[src/rtl/ex_mdu.sv]
// rtl/ex_mdu.sv - iterative multiply/divide unit for the EX stage
module ex_mdu #(
    parameter bit DIV_ZERO_FAST = 1'b1
) (
    input  logic        cpu_clk,
    input  logic        cpu_rstn,
    input  logic        start,
    input  logic        flush,
    input  logic [2:0]  op,
    input  logic [31:0] src_a,
    input  logic [31:0] src_b,
    output logic        stall,
    output logic        busy,
    output logic        done,
    output logic [31:0] result
);
    localparam logic [2:0] OP_MUL   = 3'd0;
    localparam logic [2:0] OP_MULH  = 3'd1;
    localparam logic [2:0] OP_MULHU = 3'd2;
    localparam logic [2:0] OP_DIV   = 3'd3;
    localparam logic [2:0] OP_MOD   = 3'd4;
    localparam logic [2:0] OP_MODU  = 3'd6;
    localparam logic [2:0] OP_RSVD  = 3'd7;

    typedef enum logic [2:0] {
        S_IDLE,
        S_MUL,
        S_DIV,
        S_FIX,
        S_DONE
    } state_t;

    state_t      state;
    logic [2:0]  op_r;
    logic [31:0] a_r;
    logic [31:0] b_r;
    logic [31:0] quo;
    logic [31:0] rem;
    logic [31:0] dvs;
    logic [4:0]  cnt;
    logic        done_r;

    // Divider works on magnitudes; operand signs are kept in a_r/b_r for FIX.
    logic        in_signed;
    logic [31:0] a_mag;
    logic [31:0] b_mag;

    always_comb begin
        in_signed = (op == OP_DIV) || (op == OP_MOD);
        a_mag     = (in_signed && src_a[31]) ? (~src_a + 32'd1) : src_a;
        b_mag     = (in_signed && src_b[31]) ? (~src_b + 32'd1) : src_b;
    end

    logic        mul_signed;
    logic [63:0] mul_a;
    logic [63:0] mul_b;
    logic [63:0] product;
    logic [31:0] mul_result;

    always_comb begin
        mul_signed = (op_r == OP_MUL) || (op_r == OP_MULH);
        mul_a      = {{32{mul_signed & a_r[31]}}, a_r};
        mul_b      = {{32{mul_signed & b_r[31]}}, b_r};
        product    = mul_a * mul_b;
        mul_result = (op_r == OP_MUL) ? product[31:0] : product[63:32];
    end

    // One restoring step: the remainder stays below the divisor, so the
    // subtraction result always fits back into 32 bits.
    logic [32:0] rem_shift;
    logic        rem_ge;
    logic [31:0] rem_next;
    logic [31:0] quo_next;

    always_comb begin
        rem_shift = {rem, quo[31]};
        rem_ge    = (rem_shift >= {1'b0, dvs});
        rem_next  = rem_ge ? (rem_shift[31:0] - dvs) : rem_shift[31:0];
        quo_next  = {quo[30:0], rem_ge};
    end

    logic        div_signed;
    logic [31:0] quo_fix;
    logic [31:0] rem_fix;
    logic [31:0] fix_result;

    always_comb begin
        div_signed = (op_r == OP_DIV) || (op_r == OP_MOD);
        quo_fix    = (div_signed && (a_r[31] ^ b_r[31])) ? (~quo + 32'd1) : quo;
        rem_fix    = (div_signed && a_r[31]) ? (~rem + 32'd1) : rem;
        if (b_r == 32'd0) begin
            quo_fix = 32'hFFFF_FFFF;
            rem_fix = a_r;
        end
        fix_result = ((op_r == OP_MOD) || (op_r == OP_MODU)) ? rem_fix : quo_fix;
    end

    always_ff @(posedge cpu_clk or negedge cpu_rstn) begin
        if (!cpu_rstn) begin
            state  <= S_IDLE;
            op_r   <= 3'd0;
            a_r    <= 32'd0;
            b_r    <= 32'd0;
            quo    <= 32'd0;
            rem    <= 32'd0;
            dvs    <= 32'd0;
            cnt    <= 5'd0;
            busy   <= 1'b0;
            done_r <= 1'b0;
            result <= 32'd0;
        end else begin
            done_r <= 1'b0;
            if (flush) begin
                state <= S_IDLE;
                busy  <= 1'b0;
            end else begin
                case (state)
                    S_IDLE: begin
                        if (start) begin
                            op_r <= op;
                            a_r  <= src_a;
                            b_r  <= src_b;
                            quo  <= a_mag;
                            rem  <= 32'd0;
                            dvs  <= b_mag;
                            cnt  <= 5'd31;
                            if (op <= OP_MULHU) begin
                                state <= S_MUL;
                                busy  <= 1'b1;
                            end else if (op == OP_RSVD) begin
                                state  <= S_DONE;
                                result <= 32'd0;
                                done_r <= 1'b1;
                            end else if (DIV_ZERO_FAST && (src_b == 32'd0)) begin
                                state <= S_FIX;
                                busy  <= 1'b1;
                            end else begin
                                state <= S_DIV;
                                busy  <= 1'b1;
                            end
                        end
                    end
                    S_MUL: begin
                        result <= mul_result;
                        state  <= S_DONE;
                        busy   <= 1'b0;
                        done_r <= 1'b1;
                    end
                    S_DIV: begin
                        quo <= quo_next;
                        rem <= rem_next;
                        cnt <= cnt - 5'd1;
                        if (cnt == 5'd0) begin
                            state <= S_FIX;
                        end
                    end
                    S_FIX: begin
                        result <= fix_result;
                        state  <= S_DONE;
                        busy   <= 1'b0;
                        done_r <= 1'b1;
                    end
                    S_DONE: begin
                        state <= S_IDLE;
                    end
                    default: begin
                        state <= S_IDLE;
                        busy  <= 1'b0;
                    end
                endcase
            end
        end
    end

    // DONE deliberately drops stall so ID/EX advances on that edge.
    assign stall = cpu_rstn & (((state == S_IDLE) & start & ~flush) |
                               (state == S_MUL) | (state == S_DIV) | (state == S_FIX));
    assign done  = done_r & ~flush;

endmodule

[config.mk]
export PLATFORM = sky130hd
export DESIGN_NAME = ex_mdu
export DESIGN_NICKNAME = d
export VERILOG_FILES = /design/src/rtl/ex_mdu.sv
export SDC_FILE = /design/constraint.sdc
export NUM_CORES = 2
export LEC_CHECK = 0
export BUFFER_PORTS_ARGS = -buffer_cell sky130_fd_sc_hd__buf_2
export CORE_MARGIN = 8
export CORE_UTILIZATION = 65
export CTS_BUF_LIST = sky130_fd_sc_hd__clkbuf_8
export DETAILED_ROUTE_END_ITERATION = 8
export PLACE_DENSITY = 0.82
export SLEW_MARGIN = 20
export SYNTH_ARGS = -nofsm -noshare
export SYNTH_HDL_FRONTEND = slang
export SYNTH_SLANG_ARGS = --single-unit
[constraint.sdc]
create_clock -name cpu_clk -period 25.4 [get_ports cpu_clk]
set_clock_uncertainty 0.15 [all_clocks]
set_input_delay 7.62 -clock cpu_clk [delete_from_list [all_inputs] [get_ports cpu_clk]]
set_output_delay 7.62 -clock cpu_clk [all_outputs]
set_load 0.01 [all_outputs]
# --- Word-level counts from Yosys, hierarchy flattened ---
# Cells that the tools add are included.
totals:
  register_bits: 205
  in_bits: 71
  output_inout_bits: 35
  wordCells: 111
op_classes:
  addsub: 6
  mul: 1
  magnitude_cmp: 2
  n_eq_ne: 18
  mux: 36
  bitwise: 15
  n_reduce_logical: 22
ops:
  columns: ["operator", "n"]
  rows:
  - ["32-bit two-way mux", 14]
  - ["32-bit by 1-bit adder with 32-bit output, second input constant", 4]
  - ["32-bit inverter", 4]
  - ["32-bit one-hot mux with 2 select lines", 2]
  - ["32-bit one-hot mux with 3 select lines", 1]
  - ["32-bit logical NOT", 2]
  - ["33-bit by 33-bit multiplier with 64-bit output", 1]
  - ["33-bit by 32-bit greater-or-equal comparator with 1-bit output", 1]
  - ["32-bit subtractor", 1]
  - ["3-bit equality test, second input constant", 5]
  - ["3-bit two-way mux", 5]
  - ["3-bit by 2-bit equality test with 1-bit output, second input constant", 4]
  - ["5-bit one-hot mux with 2 select lines", 1]
  - ["1-bit two-way mux", 9]
  - ["3-bit one-hot mux with 3 select lines", 1]
  - ["3-bit AND reduction", 3]
  - ["1-bit AND", 6]
  - ["3-bit by 1-bit equality test with 1-bit output, second input constant", 2]
  - ["3-bit logical NOT", 2]
  - ["2-bit != test, second input constant", 3]
  - ["3-bit != test, second input constant", 2]
  - ["5-bit logical NOT", 1]
  - ["5-bit two-way mux", 1]
  - ["5-bit AND reduction", 1]
  - ["other kinds (14)", 24]

# --- Depth between registers and ports, before layout ---
depth:
  depth_word: 7
  ltp_mapped: 30
  depth_no_buf: 29

# --- Worst setup path before layout ---
# Ideal clock, no wire load.
synth_timing:
  kind: "input to output"
  from: "in flush"
  to: "out stall"
  t_arrival_ns: 8.623
  t_required_ns: 17.630
  slack_ns: 9.007
  cell_stages: 5
  n_path_buf: 2
  cell_sequence: "nor3_1 -> and2_0 -> clkbuf_1 -> clkbuf_1 -> o21a_1"
synth_via:
  elab_chain_len: 6
synth_rtl:
  columns: ["element", "line_no", "text"]
  rows:
  - ["start: declaration", "8", "input logic flush,"]
  - ["1-bit inverter (no source line)", null, null]
  - ["1-bit AND", "176", "assign stall = cpu_rstn & (((state == S_IDLE) & start & ~flush) |"]
  - ["1-bit OR", "176", null]
  - ["1-bit OR (2 in a row)", "177", "(state == S_MUL) | (state == S_DIV) | (state == S_FIX));"]
  - ["1-bit AND", "176", null]
  - ["end: declaration", "12", "output logic stall,"]
# Every way passes these cells.

# --- Final worst setup path ---
# Same ends and word-level chain as after synthesis.

==> results.md <==
* Status: finished clean
* Crit path top cell by count: buf_2
* Via/cell ratio at 6.01
* Clock root cell: clkbuf_8
* Area growth syn-to-layout at 3.72%
* Post-CTS Hold Fix Bufs at 0
* DR iter-0 viols at 3721
* Post-CTS setup repair buffer count at 0
* Post-synthesis sequential area ratio at 0.0994
* I/O pins at 106
* ANT nets after route at 0
* Die Height at 297 µm
* Crit Path Max Fanout at 5
* Async S/R FF share, synth at 1.00
* Count of final hold-check violations at 0
* Post-synth EDFFs at 0
* Wirelength per Cell at 21.2 µm
* WL met1 at 53.2 mm
* Synth unique cells at 82
* Final Hold Slack at 0.324 ns
* Detailed Routing Iterations Pass 1 at 7
* Post-layout util at 0.678
* Minimum clock period after layout at 16.47 ns
* Synthesized area per cell at 8.72 µm²
* Die width at 297 µm
* CTS Sinks at 204
* Mapped Area at 51400 µm²
* Initial Util at 0.654
* Yosys top cell area share at 0.439
* CTS Buffer Depth at 3
* Cell taking the most area after synthesis: fa_1
* DRC violations left at 0
* Wire length on met2 at 69.5 mm
* Worst hold path depth at 2
* Vias in the first global route at 43475
* Clk_lat worst skew at 0.57 ns
* Global Route Usage Sum at 0.330
* Most frequent cells in the layout: inv_1, fa_1, nand2_1, and2_1, ha_1
* CP Data Arrival Time at 8.70 ns
* CTS-repair resized insts at 0
* R2R Setup Slk at 15.40 ns
* Worst hold start: b_r[16]$_DFFE_PN0P_
* Mapped Nets at 7340
* Hold crit path type: flip-flop to flip-flop
* Max-cap viol count at 0
* H-Tree Depth at 2
* Met3 wire length at 14.3 mm
* CTS tree: built
* Worst-path cell chain: buf_2 -> nor3_1 -> and2_2 -> o21a_1 -> buf_2
* CP required at 17.63 ns
* Worst-Margin Slew at 1.09 ns
* Largest net degree at the start of global routing at 94
* Clk slew on worst S/H paths at 0.06 ns
* Fin Setup TNS at 0 ns
* Placer Congestion at 0.990
* Worst path slowest cell: nor3_1
* Yosys warns at 0
* Worst Hold End: b_r[16]$_DFFE_PN0P_
* Post-Route WL at 145 mm
* Detailed Place HPWL at 112 mm
* RSZ-0062 raised after global routing: false
* Highest Signal Layer: met5
* Crit share post-route at 0.648
* Mapped Cells at 5892
* Layout net count at 7204
* CTS Buf Count at 35
* # rows at 103
* Proportion of layout cells with a drive suffix above 1 at 0.0512
* GR Overflow Total at 0
* Final setup vio count at 0
* DR vias at 41073
* First-pass GRT wire length at 233 mm
* Max Transition Viols Final at 0
* R2r worst-path depth at 29
* Most common cell after layout, fill and taps aside: inv_1
* Max Clk Rate at 60.7 MHz
* Synth Flop Type: dfrtp_1
* Reg2reg start: op_r[2]$_DFFE_PN0P_
* Synth Register Bits at 204
* Crit Path Class: primary input to output port
* RR Endpoint: result[24]$_DFFE_PN0P_
* Critical path launch point type: primary input
* Type of destination of the critical path: output port
* I/O Buffers at 105
* Initial antenna violation count at 6
* Largest cells by area after synthesis: fa_1, dfrtp_1, inv_1, nand2_1, ha_1
* Crit-path max cell delay at 0.44 ns
* Core ar. at 78600 µm²
* Die area at 88300 µm²
* Max-slew headroom at 0.270
[synthesized netlist by cell type (14+ instances only)]
cell and instances:
and2_1 316, nand4_1 16, a22oi_1 36, and3_1 30, o22ai_1 15, xor2_1 93
o31ai_1 28, nand2b_1 19, fa_1 1126, nand3_1 34, ha_1 251, o21a_1 17
a21o_1 43, inv_1 1197, nor4_1 23, a31oi_1 20, o21bai_1 19, a221oi_1 20
a21oi_1 166, xnor2_1 119, nor2b_1 14, nand2_1 1093, a211oi_1 16, nor3_1 36
or3_1 19, nor2_1 152, o21ai_0 239, dfrtp_1 204, clkbuf_1 348
[worst max-delay path: cells and delay by family]
family | cells | cell delay, ns
buf+inv | 2 | 0.25
simple gates | 2 | 0.70
compound gates | 1 | 0.12
[final cells by class]
class | count | area (µm²)
antenna | 1 | 2.50
clock buffer | 48 | 661
clock inverter | 15 | 91.3
fill | 6061 | 25300
inverter | 1197 | 4490
multi-input combinational | 4134 | 40500
sequential | 204 | 5120
tap | 1050 | 1310
timing repair buffer | 184 | 1130
[through the flow]
stage / std cells / cell area [µm²] / setup slack, ns
6_report: 6833 / 53300 / 8.93
5_1_grt: 6832 / 53300 / 8.82
4_1_cts: 6832 / 53300 / 8.95
3_5_place_dp: 6769 / 52500 / 8.94
3_3_place_gp: 6769 / 52500 / 8.94
2_1_floorplan: 5892 / 51400 / 9.01
[state kept, by name, summed over array words and instances (netlist names)]
register  count
done_r        1
dvs          31
quo          32
busy          1
op_r          3
rem          32
result       32
a_r          32
cnt           5
b_r          32
state         3
[cell families (layout without fill, tap and decap cells)]
| kind of cell | Yosys count | after routing | share of synthesized area |
|---|---|---|---|
| mux | 10 | 10 | 0.00195 |
| other cells | 0 | 1 | 0 |
| buf+inv | 1554 | 1444 | 0.114 |
| fa+ha+maj | 1377 | 1377 | 0.500 |
| xor+xnor | 212 | 212 | 0.0361 |
| simple gates | 1811 | 1811 | 0.161 |
| compound gates | 724 | 724 | 0.0883 |
| flops | 204 | 204 | 0.0994 |
[routing by layer]
layer,global-route usage,vias to the layer above
li1,-,17535
met1,0.418,20807
met2,0.548,2188
met4,0.148,6
met5,0,-
met3,0.0687,537
[worst max path at each step]
stage | from | end | slack (ns)
after floorplan | flush | stall | 9.01
after global placement | flush | stall | 8.94
after detailed placement | flush | stall | 8.94
after CTS | flush | stall | 8.95
after global routing | flush | stall | 8.82
final | flush | stall | 8.93
Power is left out: the tool's default activity adds up to more than one toggle a clock period on the data nets, which glitch-free logic cannot reach.
